[config.mk]
export PLATFORM = sky130hd
export DESIGN_NAME = pc_fetch_sequencer_flat
export DESIGN_NICKNAME = d
export VERILOG_FILES = /design/src/rtl/mips16_pkg.sv /design/src/rtl/pc_fetch_sequencer_if.sv /design/src/rtl/branch_target_calc.sv /design/src/rtl/pc_fetch_sequencer.sv /design/src/flat_wrapper.sv
export SDC_FILE = /design/constraint.sdc
export NUM_CORES = 1
export LEC_CHECK = 0
export ABC_AREA = 1
export CAP_MARGIN = 0
export CELL_PAD_IN_SITES_DETAIL_PLACEMENT = 0
export CELL_PAD_IN_SITES_GLOBAL_PLACEMENT = 1
export CORE_ASPECT_RATIO = 2
export CORE_UTILIZATION = 31
export CTS_CLUSTER_SIZE = 14
export DETAILED_ROUTE_END_ITERATION = 8
export GPL_ROUTABILITY_DRIVEN = 0
export PLACE_DENSITY_LB_ADDON = 0.12
export SLEW_MARGIN = 20
export SYNTH_ARGS = -nofsm -noshare
export SYNTH_HDL_FRONTEND = slang
export SYNTH_SLANG_ARGS = --single-unit
[constraint.sdc]
create_clock -name clk -period 2.68 [get_ports clk]
set_clock_uncertainty 0.1 [all_clocks]
set_input_delay 0.67 -clock clk [delete_from_list [all_inputs] [get_ports clk]]
set_output_delay 0.67 -clock clk [all_outputs]
set_load 0.01 [all_outputs]
[src/rtl/mips16_pkg.sv]
// Shared constants and the fetch-sequencer state encoding for the mips16 front end.
package mips16_pkg;

  localparam int PC_W  = 10;
  localparam int IMM_W = 7;

  localparam logic [PC_W-1:0] RESET_PC = 10'h000;

  typedef enum logic [1:0] {
    BOOT  = 2'd0,
    ISSUE = 2'd1,
    WAIT  = 2'd2,
    HOLD  = 2'd3
  } fetch_state_t;

endpackage

[src/rtl/pc_fetch_sequencer_if.sv]
// Instruction-memory request/ack port between the fetch sequencer (master) and imem (slave).
interface pc_fetch_sequencer_if #(
  parameter int PC_W = mips16_pkg::PC_W
);

  logic            imem_req;
  logic [PC_W-1:0] imem_addr;
  logic            imem_ack;

  modport master (output imem_req, output imem_addr, input imem_ack);
  modport slave  (input imem_req, input imem_addr, output imem_ack);

endinterface

[src/rtl/branch_target_calc.sv]
// Combinational branch target: base + sign-extended immediate, wrapping modulo 2^PC_W.
module branch_target_calc #(
  parameter int PC_W  = mips16_pkg::PC_W,
  parameter int IMM_W = mips16_pkg::IMM_W
) (
  input  logic [PC_W-1:0]  base,
  input  logic [IMM_W-1:0] imm,
  output logic [PC_W-1:0]  target
);

  import mips16_pkg::*;

  // Carry out of the top bit is dropped, so overflow and underflow simply wrap.
  assign target = base + {{(PC_W-IMM_W){imm[IMM_W-1]}}, imm};

endmodule

[src/rtl/pc_fetch_sequencer.sv]
// Program counter owner and instruction-fetch sequencer feeding IF/ID.
// Optional redirect counter enabled by defining PC_FETCH_REDIRECT_COUNT_EN.
module pc_fetch_sequencer #(
  parameter int              PC_W     = mips16_pkg::PC_W,
  parameter int              IMM_W    = mips16_pkg::IMM_W,
  parameter logic [PC_W-1:0] RESET_PC = mips16_pkg::RESET_PC
) (
  input  logic                clk,
  input  logic                rst,
  input  logic                stall,
  input  logic                branch_taken,
  input  logic [PC_W-1:0]     branch_pc,
  input  logic [IMM_W-1:0]    branch_imm,
  input  logic                jump,
  input  logic [PC_W-1:0]     jump_target,
  pc_fetch_sequencer_if.master imem,
  output logic                if_valid,
  output logic [PC_W-1:0]     if_pc,
  output logic                flush
`ifdef PC_FETCH_REDIRECT_COUNT_EN
  ,
  output logic [15:0]         redirect_count
`endif
);

  import mips16_pkg::*;

  fetch_state_t    state, state_n;
  logic [PC_W-1:0] pc, pc_n;
  logic [PC_W-1:0] pend_target, pend_target_n;
  logic            pend_valid, pend_valid_n;
  logic            if_valid_n, flush_n;
  logic [PC_W-1:0] if_pc_n;
  logic [PC_W-1:0] branch_target, target;
  logic            redirect;

  branch_target_calc #(.PC_W(PC_W), .IMM_W(IMM_W)) u_branch_target_calc (
    .base   (branch_pc),
    .imm    (branch_imm),
    .target (branch_target)
  );

  assign redirect = jump | branch_taken;
  assign target   = jump ? jump_target : branch_target;

  assign imem.imem_req  = (state == ISSUE) || (state == WAIT);
  assign imem.imem_addr = pc;

  always_ff @(posedge clk) begin
    if (rst) begin
      state       <= BOOT;
      pc          <= RESET_PC;
      pend_valid  <= 1'b0;
      pend_target <= RESET_PC;
      if_valid    <= 1'b0;
      if_pc       <= '0;
      flush       <= 1'b0;
    end else begin
      state       <= state_n;
      pc          <= pc_n;
      pend_valid  <= pend_valid_n;
      pend_target <= pend_target_n;
      if_valid    <= if_valid_n;
      if_pc       <= if_pc_n;
      flush       <= flush_n;
    end
  end

  always_comb begin
    state_n       = state;
    pc_n          = pc;
    pend_valid_n  = pend_valid;
    pend_target_n = pend_target;
    if_valid_n    = 1'b0;
    if_pc_n       = if_pc;
    flush_n       = 1'b0;

    case (state)
      BOOT: begin
        // Any ack seen here belongs to a request killed by reset and is ignored.
        state_n = ISSUE;
        if (redirect) begin
          pc_n    = target;
          flush_n = 1'b1;
        end
      end

      ISSUE, WAIT: begin
        if (redirect) begin
          flush_n = 1'b1;
          // An un-acked WAIT request must complete first, so park the target.
          if (state == ISSUE || imem.imem_ack) begin
            pc_n         = target;
            pend_valid_n = 1'b0;
            state_n      = ISSUE;
          end else begin
            pend_valid_n  = 1'b1;
            pend_target_n = target;
            state_n       = WAIT;
          end
        end else if (imem.imem_ack) begin
          if (pend_valid) begin
            pc_n         = pend_target;
            pend_valid_n = 1'b0;
            state_n      = ISSUE;
          end else if (stall) begin
            state_n = HOLD;
          end else begin
            if_valid_n = 1'b1;
            if_pc_n    = pc;
            pc_n       = pc + {{(PC_W-1){1'b0}}, 1'b1};
            state_n    = ISSUE;
          end
        end else begin
          state_n = WAIT;
        end
      end

      HOLD: begin
        if (redirect) begin
          pc_n    = target;
          flush_n = 1'b1;
          state_n = ISSUE;
        end else if (!stall) begin
          if_valid_n = 1'b1;
          if_pc_n    = pc;
          pc_n       = pc + {{(PC_W-1){1'b0}}, 1'b1};
          state_n    = ISSUE;
        end
      end

      default: state_n = BOOT;
    endcase
  end

`ifdef PC_FETCH_REDIRECT_COUNT_EN
  always_ff @(posedge clk) begin
    if (rst) begin
      redirect_count <= '0;
    end else if (redirect && (redirect_count != 16'hFFFF)) begin
      redirect_count <= redirect_count + 16'd1;
    end
  end
`endif

endmodule

[src/flat_wrapper.sv]
// flat-port wrapper written by rule: the top's interface ports become plain ports
module pc_fetch_sequencer_flat import mips16_pkg::*;
#(
  parameter int              PC_W     = mips16_pkg::PC_W,
  parameter int              IMM_W    = mips16_pkg::IMM_W,
  parameter logic [PC_W-1:0] RESET_PC = mips16_pkg::RESET_PC
)
  (clk, rst, stall, branch_taken, branch_pc, branch_imm, jump, jump_target, if_valid, if_pc, flush, imem_imem_req, imem_imem_addr, imem_imem_ack);
  pc_fetch_sequencer_if #(.PC_W(PC_W)) imem_i ();
  input  logic clk;
  input  logic rst;
  input  logic stall;
  input  logic branch_taken;
  input  logic [PC_W-1:0] branch_pc;
  input  logic [IMM_W-1:0] branch_imm;
  input  logic jump;
  input  logic [PC_W-1:0] jump_target;
  output logic if_valid;
  output logic [PC_W-1:0] if_pc;
  output logic flush;
  output wire logic [$bits(imem_i.imem_req)-1:0] imem_imem_req;
  output wire logic [$bits(imem_i.imem_addr)-1:0] imem_imem_addr;
  input wire logic [$bits(imem_i.imem_ack)-1:0] imem_imem_ack;
  assign imem_imem_req = imem_i.imem_req;
  assign imem_imem_addr = imem_i.imem_addr;
  assign imem_i.imem_ack = imem_imem_ack;
  pc_fetch_sequencer #(.PC_W(PC_W), .IMM_W(IMM_W), .RESET_PC(RESET_PC)) u_core (.clk(clk), .rst(rst), .stall(stall), .branch_taken(branch_taken), .branch_pc(branch_pc), .branch_imm(branch_imm), .jump(jump), .jump_target(jump_target), .imem(imem_i), .if_valid(if_valid), .if_pc(if_pc), .flush(flush));
endmodule
# Word-level counts from Yosys, hierarchy flattened
# Cells that the tools add are included.
# W data, S select, Z words.
# totals
in_bits,33
regBits,35
output_inout_bits,23
wordCells,67
# op_classes
bitwise_logic,2
muxes,34
eq_ne,11
addsub,2
n_reduce_logical,11
# ops
cell,n
$mux W10,13
$pmux W10 S3,1
$pmux W10 S2,1
$mux W2,7
$add A10 B1 Y10 const B,1
$add A10 B10 Y10,1
$mux W1,10
$ne A2 B2 Y1 const B,4
$ne A3 B2 Y1 const B,2
$pmux W2 S3,1
$reduce_and A3 Y1,2
$reduce_and A5 Y1,1
$eq A2 B2 Y1 const B,2
$reduce_bool A2 Y1,2
$reduce_or A4 Y1,1
$ne A3 B3 Y1 const B,1
$eq A2 B1 Y1 const B,1
$logic_not A2 Y1,1
$logic_or A1 B1 Y1,2
$ne A2 B1 Y1 const B,1
$pmux W1 S2,1
$reduce_and A2 Y1,1
$reduce_or A2 Y1,1
$not A1 Y1,1
$or A1 B1 Y1,1

# Logic depth before layout (Yosys ltp)
# Gate-level depths: netlist (run 1).
# depth
ltp_word,6
ltp_mapped,13
mapped_depth_nobuf,13

# Cells and area by module
# From an unflattened synthesis (run 1), not the netlist that was laid out.
# hier_totals
cells_unflattened,396
area_unflattened_um2,2519.9
# by_module_without_submodules
mod,seq_area_each_um2,n_inst,area_per_inst_um2,cells_per_inst
pc_fetch_sequencer,700.7,1,2050.7,311
branch_target_calc,0.0,1,469.2,85

# Worst setup path before layout (run 1)
# No wires, ideal clock.
# synth_path
kind,in2reg
from,input port branch_pc[0]
to,"register u_core.pc[2], in the netlist u_core.imem.imem_addr[2]"
slack_ns,0.534
required_ns,2.443
setup_time_ns,0.137
path_buffers,0
arrival_ns,1.910
cell_stages,7
cell_sequence,ha_1 -> fa_1 -> or2_2 -> nand2_1 -> nand2_1 -> a21oi_1 -> a221oi_2
# synth_between
elab_chain_len,5
word_cells_on_any_way,7
cone_classes,add/sub: 1; mux: 6
# synth_lines
item,line_no,rtl
from (decl),flat_wrapper.sv:14,input logic [PC_W-1:0] branch_pc;
$add A10 B10 Y10 *,branch_target_calc.sv:14,"assign target = base + {{(PC_W-IMM_W){imm[IMM_W-1]}}, imm};"
$mux W10 *,pc_fetch_sequencer.sv:44,assign target = jump ? jump_target : branch_target;
$mux W10,pc_fetch_sequencer.sv:92,if (state == ISSUE || imem.imem_ack) begin
$mux W10,pc_fetch_sequencer.sv:89,if (redirect) begin
$pmux W10 S3 *,pc_fetch_sequencer.sv:78,case (state)
to (signal assigned),pc_fetch_sequencer.sv:60,pc <= pc_n;
to (decl),pc_fetch_sequencer.sv:29,"logic [PC_W-1:0] pc, pc_n;"
# Mark *: on every way between the ends. The rest lies on a longest branch, timed or not. The select of a mux whose other input is x is not followed.
# A chain may end at the register's enable or synchronous reset.

# Worst setup path after layout (run 1)
# layout_path
from,register u_core.state[0]
to,output port imem_imem_req
# layout_between
elab_chain_len,2
word_cells_on_any_way,3
cone_classes,eq/ne: 2; reduce/logical: 1
# layout_lines
item,line_no,rtl
from (decl),pc_fetch_sequencer.sv:28,"fetch_state_t state, state_n;"
from (signal assigned),pc_fetch_sequencer.sv:59,state <= state_n;
$eq A2 B1 Y1 / $eq A2 B2 Y1 (equally long branches),pc_fetch_sequencer.sv:46,assign imem.imem_req = (state == ISSUE) || (state == WAIT);
$logic_or A1 B1 Y1 *,pc_fetch_sequencer.sv:46,
to (decl),flat_wrapper.sv:21,output wire logic [$bits(imem_i.imem_req)-1:0] imem_imem_req;
# Mark *: on every way between the ends. The rest lies on a longest branch, timed or not.

==> results of run 1 <==
==> metrics by stage <==
| stage | setup WS [ns] | total power, W | hold WS, ns | TNS, ns | cell area [µm²] |
|---|---|---|---|---|---|
| after detailed placement | -0.0147 | 0.00120 | 0.375 | -0.0215 | 3190 |
| after global placement | 0.0178 | 0.00120 | 0.371 | 0 | 3190 |
| after floorplan | 0.534 | 0.000958 | 0.352 | 0 | 2480 |
| after global routing | 0.112 | 0.00186 | 0.410 | 0 | 3330 |
| final | 0.174 | 0.00175 | 0.385 | 0 | 3330 |
| after CTS | 0.138 | 0.00177 | 0.385 | 0 | 3330 |
==> area by class of cell <==
| type | count | area [µm²] | share of cell area |
|---|---|---|---|
| Multi-Input combinational cell | 289 | 1520 | 0.456 |
| Clock buffer | 7 | 133 | 0.0399 |
| Clock inverter | 1 | 5.00 | 0.00150 |
| Tap cell | 94 | 118 | 0.0354 |
| Timing Repair Buffer | 66 | 646 | 0.194 |
| Inverter | 55 | 209 | 0.0628 |
| Sequential cell | 35 | 701 | 0.211 |
==> worst min-delay path, cell delays in order (launching register included) <==
cell     delay, ns
dfxtp_1       0.32
nand2_1       0.07
a21oi_1       0.05
==> routing by layer <==
layer,routed length [µm],global-route usage,part of all wire
met5,0,0,0
met2,4380,0.402,0.58
met4,236,0.0934,0.031
met1,2730,0.176,0.36
met3,194,0.0266,0.026
==> registers in the layout (all words and copies together), names as in the netlist <==
name                   flops
u_core.imem.imem_addr     10
u_core.flush               1
u_core.if_valid            1
u_core.pend_target        10
u_core.state               2
u_core.if_pc              10
u_core.pend_valid          1
==> report_power, final <==
| part | internal, W | switching (W) |
|---|---|---|
| combinational | 0.000253 | 0.000316 |
| sequential | 0.000574 | 0.0000416 |
| clock | 0.000343 | 0.000219 |
==> path summary, 6_finish.rpt <==
path | start | end | slack, ns
worst min-delay path | u_core.pend_valid$_SDFFE_PP0P_ | u_core.pend_valid$_SDFFE_PP0P_ | 0.39
worst max register to register | u_core.state[0]$_SDFFE_PP0P_ | u_core.imem.imem_addr[3]$_SDFFE_PP0P_ | 0.48
worst min register to register | u_core.pend_valid$_SDFFE_PP0P_ | u_core.pend_valid$_SDFFE_PP0P_ | 0.39
worst max-delay path | u_core.state[0]$_SDFFE_PP0P_ | imem_imem_req | 0.17
==> cell families after synthesis <==
kind of cell,Yosys count
AND/OR/NAND/NOR,189
buffers and inverters,63
XOR/XNOR,1
AO/OA/AOI/OAI,84
adder cells (fa/ha/maj),15
flip-flops,35
==> cells in the final DEF (no fill, tap or decap), types with 2 or more instances in the layout <==
| cell type | n |
|---|---|
| clkbuf_1 | 2 |
| a31oi_1 | 3 |
| o21ai_0 | 35 |
| or2_2 | 6 |
| clkdlybuf4s50_1 | 55 |
| ha_1 | 14 |
| inv_2 | 5 |
| nor2_1 | 14 |
| inv_1 | 49 |
| nor2_2 | 2 |
| nor3_2 | 2 |
| buf_4 | 10 |
| a21oi_1 | 34 |
| clkbuf_16 | 5 |
| nand2_2 | 3 |
| nand4_1 | 6 |
| nor3_1 | 4 |
| o211ai_1 | 2 |
| nand3_1 | 30 |
| nor2_4 | 2 |
| nand2_1 | 117 |
| dfxtp_1 | 35 |
==> summary.txt, run 1 <==
Logic synthesis
  • Yosys reg bits: 35
  • Main combinational cell family by area after synthesis: simple AND/OR/NAND/NOR gates
  • Synthesized cell area: 0.00248 mm²
  • Most used DFF post-synth: dfxtp_1
  • Synth unique cells: 38
  • Top-count cell post-synth: nand2_1
  • Async set or reset register ratio after synthesis: 0
  • Synth top area cells: dfxtp_1, nand2_1, inv_1
  • Syn_area_per_cell: 6.40 µm²
  • Synth Area in Compound Gates: 0.189
  • Post-synth EDFFs: 0
  • Ys Warns: 0
  • Post-synthesis simple-gate area fraction: 0.341
  • List of most frequent post-synthesis cells: nand2_1, inv_1, dfxtp_1, o21ai_0, a21oi_1
  • Post-synthesis sequential area ratio: 0.283
  • Syn_nets: 435
  • Synth Instances: 387
  • Top cell type's share of synthesized area: 0.283
  • XOR/XNOR Fraction of Synth Area: 0.00354
  • Synth area leader: dfxtp_1
  • Adder-Cell Fraction of Synth Area: 0.0788
  • Fraction of synthesized area in multiplexers: 0

Finish
  • # diodes: 0
  • Post-layout util: 0.434
  • Number of nets in the layout: 500
  • Filler instances: 844
  • Area Growth Syn to Fin: 34.3%
  • Final Non-Filler Cells: 547
  • Layout cells sized above 1: 0.0971

Min path
  • Type of the worst min-delay path: reg -> reg
  • Hold depth: 2

Worst setup path
  • Crit path largest cell delay: 0.59 ns
  • Critical path type: reg -> out
  • Worst path depth: 3
  • CP cell instances: inv_1, ha_1, clkdlybuf4s50_1
  • Crit path buf inv count: 2
  • R2R depth: 10
  • Crit path required time: 1.91 ns
  • Startpoint Class: flip-flop
  • Setup crit end kind: output port
  • Critical-path top delay cell: clkdlybuf4s50_1
  • Critical path arrival: 1.74 ns
  • Crit path max-delay family: buffers and inverters
  • CP max FO: 6

CTS
  • Root buf cell: clkbuf_16
  • # resized after CTS: 0
  • Worst-Skew Late Latency: 0.28 ns
  • Hold buffers post-CTS: 0
  • CTS H-tree lvls: 2
  • CTS sink cnt: 35
  • Num CTS Buffers: 5
  • Reg clk slew, reported paths: 0.05 ns
  • CTS tree: yes
  • Setup Fix Bufs, Post-CTS: 0
  • CTS Buffer Depth: 2

Die
  • Height of the die: 128 µm
  • Die Area: 0.00837 mm²
  • Die extent in x: 65.2 µm
  • Core area: 0.00766 mm²
  • I/O pin cnt: 56
  • Initial Util: 0.324
  • Num rows: 45

STA
  • Least-Margin Pin Slew: 0.470 ns
  • Relative slew margins: 0.687
  • Fin. Hold Viols: 0
  • F_max: 399 MHz
  • Slew Viols, Final: 0
  • RSZ-0062 raised after global routing: no
  • Final worst-path cycle share: 0.935
  • Final min period: 2.51 ns
  • Final setup violating endpoints: 0

Placed design
  • DP Wirelength: 6240 µm
  • Total placed cells including tap cells: 539
  • IO buf count: 55

GRT
  • Vias in the first global route: 2619
  • Initial antenna violation count: 0
  • Global-route wire length before repair: 12400 µm
  • Congestion Overflow GR: 0
  • GRT Total Usage: 0.196
  • Largest net degree at the start of global routing: 23

Power and ir drop
  • Max rail drop VDD: 0.000231 V
  • PwrDens: 525 mW/mm²
  • Leakage: 1.52 nW

Routing
  • DRC: 0
  • DRT Pass-1 Iters: 4
  • Drt wl/cell: 13.8 µm
  • Final wirelength: 7540 µm
  • Post-route ant nets: 0
  • Via count: 2617
  • Post-DR vias/cell: 4.78
  • Initial DRC Count: 123

Run status
  • Status: finished, final reports clean

Run
  • Max Cap Violations: 0
Power figures use the tool's default switching activity.
==> run 2: changes to the inputs <==
Settings changed: CTS_CLUSTER_SIZE 14 to 40.
Clock period 2.68 ns to 2.85 ns, I/O delays scaled along.
==> run 2 against run 1 <==
Net effect:
- sequential cell count did not move
- via count increased by 1.4%
- global-route usage increased by 0.71 points
- clock power down 9.6%
- clock-buffer cell count shrank 1
- setup slack better by 0.11 ns
- first-iteration DRC count fell by 15%
- critical path depth unchanged
- final area is essentially flat
- critical endpoint unchanged
- die area stayed put
==> summary.txt, run 2 (same netlist as run 1, synthesis figures left out) <==
CTS
  • Worst-Skew Late Latency: 0.28 ns
  • CTS tree: yes
  • Num CTS Buffers: 5
  • Hold buffers post-CTS: 0
  • CTS Buffer Depth: 2
  • CTS sink cnt: 35
  • CTS H-tree lvls: 2
  • Root buf cell: clkbuf_16
  • # resized after CTS: 0
  • Setup Fix Bufs, Post-CTS: 0
  • Reg clk slew, reported paths: 0.05 ns

GRT
  • Vias in the first global route: 2682
  • Global-route wire length before repair: 12700 µm
  • Largest net degree at the start of global routing: 23
  • GRT Total Usage: 0.203
  • Congestion Overflow GR: 0
  • Initial antenna violation count: 0

STA
  • Slew Viols, Final: 0
  • F_max: 390 MHz
  • Relative slew margins: 0.675
  • Final min period: 2.56 ns
  • Fin. Hold Viols: 0
  • RSZ-0062 raised after global routing: no
  • Least-Margin Pin Slew: 0.488 ns
  • TNS Setup: 0 ns
  • Final setup violating endpoints: 0
  • Final worst-path cycle share: 0.899

Power and ir drop
  • PwrDens: 489 mW/mm²
  • Pwr Total: 0.00163 W
  • Leakage: 1.52 nW
  • Max rail drop VDD: 0.000226 V

Routing
  • Post-DR vias/cell: 4.86
  • Initial DRC Count: 105
  • Final wirelength: 7510 µm
  • DRT Pass-1 Iters: 4
  • Via count: 2653
  • DRC: 0
  • Post-route ant nets: 0
  • Drt wl/cell: 13.7 µm

Die
  • Height of the die: 128 µm
  • I/O pin cnt: 56
  • Die extent in x: 65.2 µm
  • Core area: 0.00766 mm²
  • Num rows: 45
  • Initial Util: 0.324
  • Die Area: 0.00837 mm²

Min path
  • Hold Path Origin: u_core.pend_valid$_SDFFE_PP0P_
  • Hold depth: 2
  • Hold path endpoint: u_core.pend_valid$_SDFFE_PP0P_
  • Type of the worst min-delay path: reg -> reg

Worst setup path
  • RR Startpoint: u_core.state[0]$_SDFFE_PP0P_
  • Setup crit end kind: output port
  • CP cell instances: inv_1, ha_1, clkdlybuf4s50_1
  • Crit path max-delay family: buffers and inverters
  • Critical-path top delay cell: clkdlybuf4s50_1
  • Crit path buf inv count: 2
  • Crit path required time: 2.04 ns
  • FF-to-FF setup slack: 0.62 ns
  • Critical path arrival: 1.75 ns
  • Crit path largest cell delay: 0.59 ns
  • R2r endpoint: u_core.imem.imem_addr[1]$_SDFFE_PP0P_
  • Startpoint Class: flip-flop
  • CP max FO: 6
  • R2R depth: 10
  • Critical path type: reg -> out

Run
  • Max Cap Violations: 0

Finish
  • Number of nets in the layout: 501
  • # diodes: 0
  • Most common cell after layout, fill and taps aside: nand2_1
  • Layout cells sized above 1: 0.0973
  • Most frequent cells in the layout: nand2_1, clkdlybuf4s50_1, inv_1
  • Area Growth Syn to Fin: 34.2%

Placed design
  • DP Wirelength: 6230 µm
  • IO buf count: 55

Run status
  • Status: finished, final reports clean
-- run 2: cell count changes in the layout (fill, tap and decap cells not counted), sizes merged --
| cell | previous run | this run |
|---|---|---|
| buf | 11 | 12 |
| clkbuf | 7 | 6 |
| clkinv | 1 | 0 |
-- run 2: power breakdown --
group          internal (W)  switching, W
logic              0.000240      0.000299
clock network      0.000314      0.000194
registers          0.000540     0.0000397
total               0.00109      0.000533
-- run 2: worst max-delay path by stage --
stage / startpoint / to / slack, ns / cells after the start
after global placement: branch_pc[0] / u_core.imem.imem_addr[8]$_SDFFE_PP0P_ / 0.06 / 13
after floorplan: branch_pc[0] / u_core.imem.imem_addr[2]$_SDFFE_PP0P_ / 0.66 / 7
after CTS: u_core.state[0]$_SDFFE_PP0P_ / imem_imem_req / 0.27 / 3
after global routing: branch_pc[0] / u_core.imem.imem_addr[8]$_SDFFE_PP0P_ / 0.16 / 13
final: u_core.state[0]$_SDFFE_PP0P_ / imem_imem_req / 0.29 / 3
after detailed placement: branch_pc[0] / u_core.imem.imem_addr[8]$_SDFFE_PP0P_ / 0.03 / 13
-- run 2: worst register-to-register path, stage by stage (launching register included) --
cell,delay (ns)
dfxtp_1,0.35
inv_1,0.09
ha_1,0.41
nor2_1,0.30
inv_1,0.19
nand2_2,0.12
nand2_2,0.12
inv_2,0.16
a21oi_1,0.08
a211oi_2,0.15
nor2_1,0.06
-- run 2: cell type report --
| class | instances | area, µm² |
|---|---|---|
| Fill cell | 866 | 4330 |
| Multi-Input combinational cell | 289 | 1520 |
| Sequential cell | 35 | 701 |
| Timing Repair Buffer | 67 | 653 |
| Inverter | 55 | 209 |
| Clock buffer | 6 | 129 |
| Tap cell | 94 | 118 |
-- run 2: per-stage QoR --
step	hold WS [ns]	util	worst slack (ns)	cells	instance area [µm²]
2_1_floorplan	0.352	-	0.661	387	2480
3_3_place_gp	0.368	0.417	0.0606	540	3200
3_5_place_dp	0.378	0.417	0.0318	540	3200
4_1_cts	0.387	0.434	0.272	546	3330
5_1_grt	0.412	0.434	0.161	546	3330
6_report	0.386	0.434	0.289	546	3330
-- run 2: routing by layer --
| metal | vias up | wire [µm] | global-route usage |
|---|---|---|---|
| li1 | 1394 | - | - |
| met1 | 1154 | 2650 | 0.182 |
| met2 | 82 | 4180 | 0.390 |
| met3 | 23 | 230 | 0.0355 |
| met4 | 0 | 450 | 0.142 |
| met5 | - | 0 | 0 |
